--- src/rtl/pipe_ctrl_hazard.sv ---
// pipe_ctrl_hazard
// Carries the decoder's ID-stage control word down the ID/EX, EX/MEM and MEM/WB
// pipeline registers and resolves hazards for a 5-stage RV32I pipeline:
// load-use stall, redirect flush, bubble insertion and EX operand forwarding.
//
// Build option: FORWARD_EN
//   defined   : EX operand forwarding from EX/MEM and MEM/WB; only load-use stalls.
//   undefined : forwarding selects tied to 00; ID stalls while any producer of a
//               source it reads is still in EX or MEM.
//
// Ports
//   clk, rst_n                      clock, asynchronous active-low reset
//   id_*                            decoder control word, sources/destination, valid
//   ex_redirect                     EX resolved a taken branch/jal/jalr
//   ex_* / mem_* / wb_*             registered control word per stage
//   stall_if                        hold PC and IF/ID
//   flush_id                        zero IF/ID on the next edge
//   fwd_a_sel, fwd_b_sel            00 regfile, 01 EX/MEM result, 10 MEM/WB write data
module pipe_ctrl_hazard #(
    parameter int RA_W    = 5,
    parameter int NPC_W   = 2,
    parameter int ALUOP_W = 4
) (
    input  logic               clk,
    input  logic               rst_n,
    input  logic               id_valid,
    input  logic [NPC_W-1:0]   id_npc_op,
    input  logic               id_alub_sel,
    input  logic [ALUOP_W-1:0] id_alu_op,
    input  logic [1:0]         id_wd_sel,
    input  logic               id_dram_we,
    input  logic               id_rf_we,
    input  logic               id_is_load,
    input  logic [RA_W-1:0]    id_rs1,
    input  logic [RA_W-1:0]    id_rs2,
    input  logic               id_rs1_used,
    input  logic               id_rs2_used,
    input  logic [RA_W-1:0]    id_rd,
    input  logic               ex_redirect,
    output logic               ex_valid,
    output logic [NPC_W-1:0]   ex_npc_op,
    output logic               ex_alub_sel,
    output logic [ALUOP_W-1:0] ex_alu_op,
    output logic [1:0]         ex_wd_sel,
    output logic               ex_dram_we,
    output logic               ex_rf_we,
    output logic               ex_is_load,
    output logic [RA_W-1:0]    ex_rs1,
    output logic [RA_W-1:0]    ex_rs2,
    output logic [RA_W-1:0]    ex_rd,
    output logic               mem_valid,
    output logic [NPC_W-1:0]   mem_npc_op,
    output logic               mem_alub_sel,
    output logic [ALUOP_W-1:0] mem_alu_op,
    output logic [1:0]         mem_wd_sel,
    output logic               mem_dram_we,
    output logic               mem_rf_we,
    output logic               mem_is_load,
    output logic [RA_W-1:0]    mem_rs1,
    output logic [RA_W-1:0]    mem_rs2,
    output logic [RA_W-1:0]    mem_rd,
    output logic               wb_valid,
    output logic [NPC_W-1:0]   wb_npc_op,
    output logic               wb_alub_sel,
    output logic [ALUOP_W-1:0] wb_alu_op,
    output logic [1:0]         wb_wd_sel,
    output logic               wb_dram_we,
    output logic               wb_rf_we,
    output logic               wb_is_load,
    output logic [RA_W-1:0]    wb_rs1,
    output logic [RA_W-1:0]    wb_rs2,
    output logic [RA_W-1:0]    wb_rd,
    output logic               stall_if,
    output logic               flush_id,
    output logic [1:0]         fwd_a_sel,
    output logic [1:0]         fwd_b_sel
);

    typedef struct packed {
        logic               valid;
        logic [NPC_W-1:0]   npc_op;
        logic               alub_sel;
        logic [ALUOP_W-1:0] alu_op;
        logic [1:0]         wd_sel;
        logic               dram_we;
        logic               rf_we;
        logic               is_load;
        logic [RA_W-1:0]    rs1;
        logic [RA_W-1:0]    rs2;
        logic [RA_W-1:0]    rd;
    } stage_t;

    stage_t id_gated;
    stage_t ex_d, ex_q;
    stage_t mem_d, mem_q;
    stage_t wb_d, wb_q;

    logic ex_dep;
    logic hazard;
    logic insert_bubble;

    // An invalid ID slot is captured as an all-zero bubble.
    always_comb begin
        id_gated = '0;
        if (id_valid) begin
            id_gated.valid    = 1'b1;
            id_gated.npc_op   = id_npc_op;
            id_gated.alub_sel = id_alub_sel;
            id_gated.alu_op   = id_alu_op;
            id_gated.wd_sel   = id_wd_sel;
            id_gated.dram_we  = id_dram_we;
            id_gated.rf_we    = id_rf_we;
            id_gated.is_load  = id_is_load;
            id_gated.rs1      = id_rs1;
            id_gated.rs2      = id_rs2;
            id_gated.rd       = id_rd;
        end
    end

    // ID reads the register that the EX instruction writes (x0 never counts).
    assign ex_dep = id_valid & (ex_q.rd != '0) &
                    ((id_rs1_used & (id_rs1 == ex_q.rd)) |
                     (id_rs2_used & (id_rs2 == ex_q.rd)));

`ifdef FORWARD_EN
    logic mem_fwd_ok;
    logic wb_fwd_ok;

    assign hazard = ex_q.valid & ex_q.is_load & ex_dep;

    // A load in MEM has no result yet, so it cannot supply EX/MEM forwarding.
    assign mem_fwd_ok = mem_q.valid & mem_q.rf_we & (mem_q.rd != '0) & ~mem_q.is_load;
    assign wb_fwd_ok  = wb_q.valid & wb_q.rf_we & (wb_q.rd != '0);

    always_comb begin
        fwd_a_sel = 2'b00;
        if (mem_fwd_ok && (mem_q.rd == ex_q.rs1)) begin
            fwd_a_sel = 2'b01;
        end else if (wb_fwd_ok && (wb_q.rd == ex_q.rs1)) begin
            fwd_a_sel = 2'b10;
        end
    end

    always_comb begin
        fwd_b_sel = 2'b00;
        if (mem_fwd_ok && (mem_q.rd == ex_q.rs2)) begin
            fwd_b_sel = 2'b01;
        end else if (wb_fwd_ok && (wb_q.rd == ex_q.rs2)) begin
            fwd_b_sel = 2'b10;
        end
    end
`else
    logic mem_dep;

    // Without forwarding a result is visible only once it reaches the
    // write-first register file in WB, so producers in EX or MEM block ID.
    assign mem_dep = id_valid & (mem_q.rd != '0) &
                     ((id_rs1_used & (id_rs1 == mem_q.rd)) |
                      (id_rs2_used & (id_rs2 == mem_q.rd)));

    assign hazard = (ex_q.valid & ex_q.rf_we & ex_dep) |
                    (mem_q.valid & mem_q.rf_we & mem_dep);

    assign fwd_a_sel = 2'b00;
    assign fwd_b_sel = 2'b00;
`endif

    // Redirect wins over a stall; rst_n gating drops both strobes as soon as
    // reset asserts, independent of the (possibly still active) redirect input.
    assign stall_if      = rst_n & hazard & ~ex_redirect;
    assign flush_id      = rst_n & ex_redirect;
    assign insert_bubble = hazard | ex_redirect;

    always_comb begin
        ex_d  = insert_bubble ? '0 : id_gated;
        mem_d = ex_q;
        wb_d  = mem_q;
    end

    always_ff @(posedge clk or negedge rst_n) begin
        if (!rst_n) begin
            ex_q  <= '0;
            mem_q <= '0;
            wb_q  <= '0;
        end else begin
            ex_q  <= ex_d;
            mem_q <= mem_d;
            wb_q  <= wb_d;
        end
    end

    assign ex_valid     = ex_q.valid;
    assign ex_npc_op    = ex_q.npc_op;
    assign ex_alub_sel  = ex_q.alub_sel;
    assign ex_alu_op    = ex_q.alu_op;
    assign ex_wd_sel    = ex_q.wd_sel;
    assign ex_dram_we   = ex_q.dram_we;
    assign ex_rf_we     = ex_q.rf_we;
    assign ex_is_load   = ex_q.is_load;
    assign ex_rs1       = ex_q.rs1;
    assign ex_rs2       = ex_q.rs2;
    assign ex_rd        = ex_q.rd;

    assign mem_valid    = mem_q.valid;
    assign mem_npc_op   = mem_q.npc_op;
    assign mem_alub_sel = mem_q.alub_sel;
    assign mem_alu_op   = mem_q.alu_op;
    assign mem_wd_sel   = mem_q.wd_sel;
    assign mem_dram_we  = mem_q.dram_we;
    assign mem_rf_we    = mem_q.rf_we;
    assign mem_is_load  = mem_q.is_load;
    assign mem_rs1      = mem_q.rs1;
    assign mem_rs2      = mem_q.rs2;
    assign mem_rd       = mem_q.rd;

    assign wb_valid     = wb_q.valid;
    assign wb_npc_op    = wb_q.npc_op;
    assign wb_alub_sel  = wb_q.alub_sel;
    assign wb_alu_op    = wb_q.alu_op;
    assign wb_wd_sel    = wb_q.wd_sel;
    assign wb_dram_we   = wb_q.dram_we;
    assign wb_rf_we     = wb_q.rf_we;
    assign wb_is_load   = wb_q.is_load;
    assign wb_rs1       = wb_q.rs1;
    assign wb_rs2       = wb_q.rs2;
    assign wb_rd        = wb_q.rd;

endmodule

--- config.mk ---
export PLATFORM = sky130hd
export DESIGN_NAME = pipe_ctrl_hazard
export DESIGN_NICKNAME = d
export VERILOG_FILES = /design/src/rtl/pipe_ctrl_hazard.sv
export SDC_FILE = /design/constraint.sdc
export NUM_CORES = 1
export LEC_CHECK = 0
export CORE_ASPECT_RATIO = 1.5
export CORE_MARGIN = 4
export CORE_UTILIZATION = 30
export CTS_BUF_LIST = sky130_fd_sc_hd__clkbuf_4
export DETAILED_ROUTE_END_ITERATION = 10
export DONT_BUFFER_PORTS = 1
export PLACE_DENSITY_LB_ADDON = 0.2
export SETUP_SLACK_MARGIN = 0.02
export SYNTH_ARGS = -nofsm -noshare
export SYNTH_HDL_FRONTEND = slang
export SYNTH_SLANG_ARGS = --single-unit
--- constraint.sdc ---
create_clock -name clk -period 1.7 [get_ports clk]
set_input_delay 0.34 -clock clk [delete_from_list [all_inputs] [get_ports clk]]
set_output_delay 0.34 -clock clk [all_outputs]
set_load 0.05 [all_outputs]
==> results.sh <==
export IMPL_status="complete, but fails checks"
export IMPL_violations="hold timing, setup timing"
export IMPL_vias=1405
export IMPL_htree_levels=3
export IMPL_post_drt_wl_per_cell_um=19.4
export IMPL_max_cap_violations=0
export IMPL_finalHoldViolCount=84
export IMPL_pin_count=123
export IMPL_rows=41
export IMPL_critPathTopFamily="flip-flops"
export IMPL_post_route_util_pct=39.3
export IMPL_initial_core_util_pct=31.1
export IMPL_layout_setup_ws_ps=-509
export IMPL_rr_endpoint="ex_alu_op[3]"
export IMPL_fin_skew_ps=10.7
export IMPL_clk_latency_ps=420
export IMPL_drc_errors=0
export IMPL_p_int_mw=2.52
export IMPL_yosysWarnings=0
export IMPL_totalWireLength_um=6220
export IMPL_hold_ws_ps=-405
export IMPL_critPathMaxFanout=3
export IMPL_setup_viol=14
export IMPL_swShare_pct=29.5
export IMPL_clkTransAtPathRegs_ps=120
export IMPL_grt_setup_unrepaired="true"
export IMPL_r2r_slack_ps=-20
export IMPL_async_flop_share_pct=100
export IMPL_p_switching_mw=1.06
export IMPL_p_per_area_nw_per_um2=1070
export IMPL_root_buffer="clkbuf_4"
export IMPL_grt_usage_pct=12.4
export IMPL_final_fill_count=837
export IMPL_dp_hpwl_um=4540
export IMPL_fp_dieW_um=84.8
export IMPL_slowest_stage="dfrtp_2"
export IMPL_ys_ff_latch=84
export IMPL_slowest_delay_ps=470
export IMPL_seq_area_frac_synth_pct=79.2
export IMPL_num_antenna_cells=0
export IMPL_worstPathCellList="xnor2_2, nand4_1, o22ai_2, a22oi_2, nor3b_4, buf_12"
export IMPL_fin_cells=321
export IMPL_yosysUniqueCellTypes=18
export IMPL_core_area_um2=8520
export IMPL_numCtsBuffers=9
export IMPL_pwr_share_comb_pct=7.3
export IMPL_crit_type="reg -> out"
export IMPL_hp_class="in -> async"
export IMPL_synth_top_flop_cell="dfrtp_1"
export IMPL_overflow=0
export IMPL_worst_ep_required_time_ps=1360
export IMPL_clockBufferDepth=2
export IMPL_min_period_over_period_pct=130
export IMPL_synth_edf_count=0
export IMPL_fmax_ghz=0.453
export IMPL_final_common_cell="dfrtp_1"
export IMPL_grt_pass1_wl_um=9380
export IMPL_slew_viol_final=0
export IMPL_cp_num_buf_inv=1
export IMPL_arrival_ps=1870
export IMPL_yosys_top_cells_area="dfrtp_1, and2_1, xnor2_1"
export IMPL_drive_gt1_share_pct=41.1
export IMPL_pwr_share_clk_pct=26.7
export IMPL_area_growth_pct=26.2
export IMPL_synth_largest_area_cell="dfrtp_1"
export IMPL_period_minus_slack_ps=2210
export IMPL_routabilityCongestion=0.772
export IMPL_tritoncts="yes"
export IMPL_die_area_um2=10400
export IMPL_final_antenna_net_count=0
export IMPL_syn_area_um2=2650
export IMPL_p_leak_nw=1.59
export IMPL_power_total_mw=3.58
export IMPL_setup_worst_path_start_class="register"
export IMPL_dp_cells=286
export IMPL_die_h_um=123
export IMPL_numClockSinks=84
export IMPL_cp_startpoint="ex_rd[2]"
export IMPL_drt_iter0_markers=37
export IMPL_num_nets_final=242
export IMPL_syn_area_per_cell_um2=16.5
export IMPL_dr_pass1_iters=4
export IMPL_vdd_drop_max_uv=378
export IMPL_grt_antenna_before_repair=0
export IMPL_vias_per_cell=4.38
export IMPL_grt_pass1_vias=1584
export IMPL_synthCells=161
export IMPL_endpoint_kind="output pin"
export IMPL_reg2reg_from="mem_rd[4]"
export IMPL_synth_top_area_share_pct=79.2
export IMPL_p_seq_share_pct=65.9
export IMPL_final_cell_mix="dfrtp_1, and2_4, buf_4"
export IMPL_reg2regPathDepth=8
export IMPL_io_buffers=0
export IMPL_grt_max_degree=87
-- Yosys cell counts (2+ instances only) --
library cell and n:
dfrtp_1 84, and2_1 28, xnor2_1 20, buf_4 4, nand2_1 4, nand4_1 4, a21oi_1 2, buf_6 2
nand3_1 2, nor2_1 2, nor3_1 2
-- how the worst max path moves through the flow --
stage / end / slack, ps / depth (start not counted)
global placement: stall_if / -160 / 6
CTS: stall_if / -600 / 6
global route: stall_if / -650 / 6
detailed placement: stall_if / -170 / 6
floorplan: stall_if / -310 / 5
finish: stall_if / -510 / 6
-- power groups by stage --
stage               registers, mW  logic, mW  clock network, mW
floorplan                    2.43      0.111                  0
global placement             2.40      0.200                  0
detailed placement           2.40      0.200                  0
CTS                          2.36      0.239               1.02
global route                 2.37      0.281               1.12
finish                       2.36      0.263              0.957
-- kinds of logic after synthesis --
logic type                Yosys count  synth area share [%]
other                               1                 0.141
and+or+nand+nor                    44                  9.67
DFF                                84                  79.2
AOI/OAI and AO/OA                   6                  2.36
buffers and inverters               6                  1.98
xor gates and xnor gates           20                  6.60
-- routing by layer --
| layer | vias up | GRT usage (%) | wire length [µm] |
|---|---|---|---|
| met5 | - | 0 | 0 |
| met4 | 0 | 6.53 | 127 |
| met3 | 9 | 6.27 | 689 |
| met2 | 87 | 21.0 | 3370 |
| met1 | 704 | 12.4 | 2030 |
| li1 | 605 | - | - |
-- through the flow --
stage          setup TNS (ps)  hold slack (ps)  cell area [µm²]  worst slack, ps
2_1_floorplan            -308             44.4             2700             -308
3_3_place_gp             -161             46.4             2950             -161
3_5_place_dp             -353             46.5             2950             -169
4_1_cts                 -1650             -451             3200             -604
5_1_grt                 -2560             -476             3350             -648
6_report                 -647             -405             3350             -509
-- area by class of cell --
cell class              instances  area, µm²  share of cell area, %
flip-flops and latches         84       2120                   63.3
repair buffers                 40        367                   11.0
clock buffers                  11       82.6                   2.47
well taps                     107        134                   4.00
clock inverters                 5       28.8                  0.860
multi-input cells              74        618                   18.5
-- timing repair --
| action | 4_1_cts | 5_1_grt |
|---|---|---|
| setup endpoints to repair | 28 | 29 |
| pin swaps | 33 | 5 |
| cloned | 2 | 0 |
| gates resized for setup | 31 | 5 |
| hold endpoints to repair | 84 | 95 |
| buffers inserted | 6 | 1 |
No activity file was read; power rests on OpenSTA's default activity.
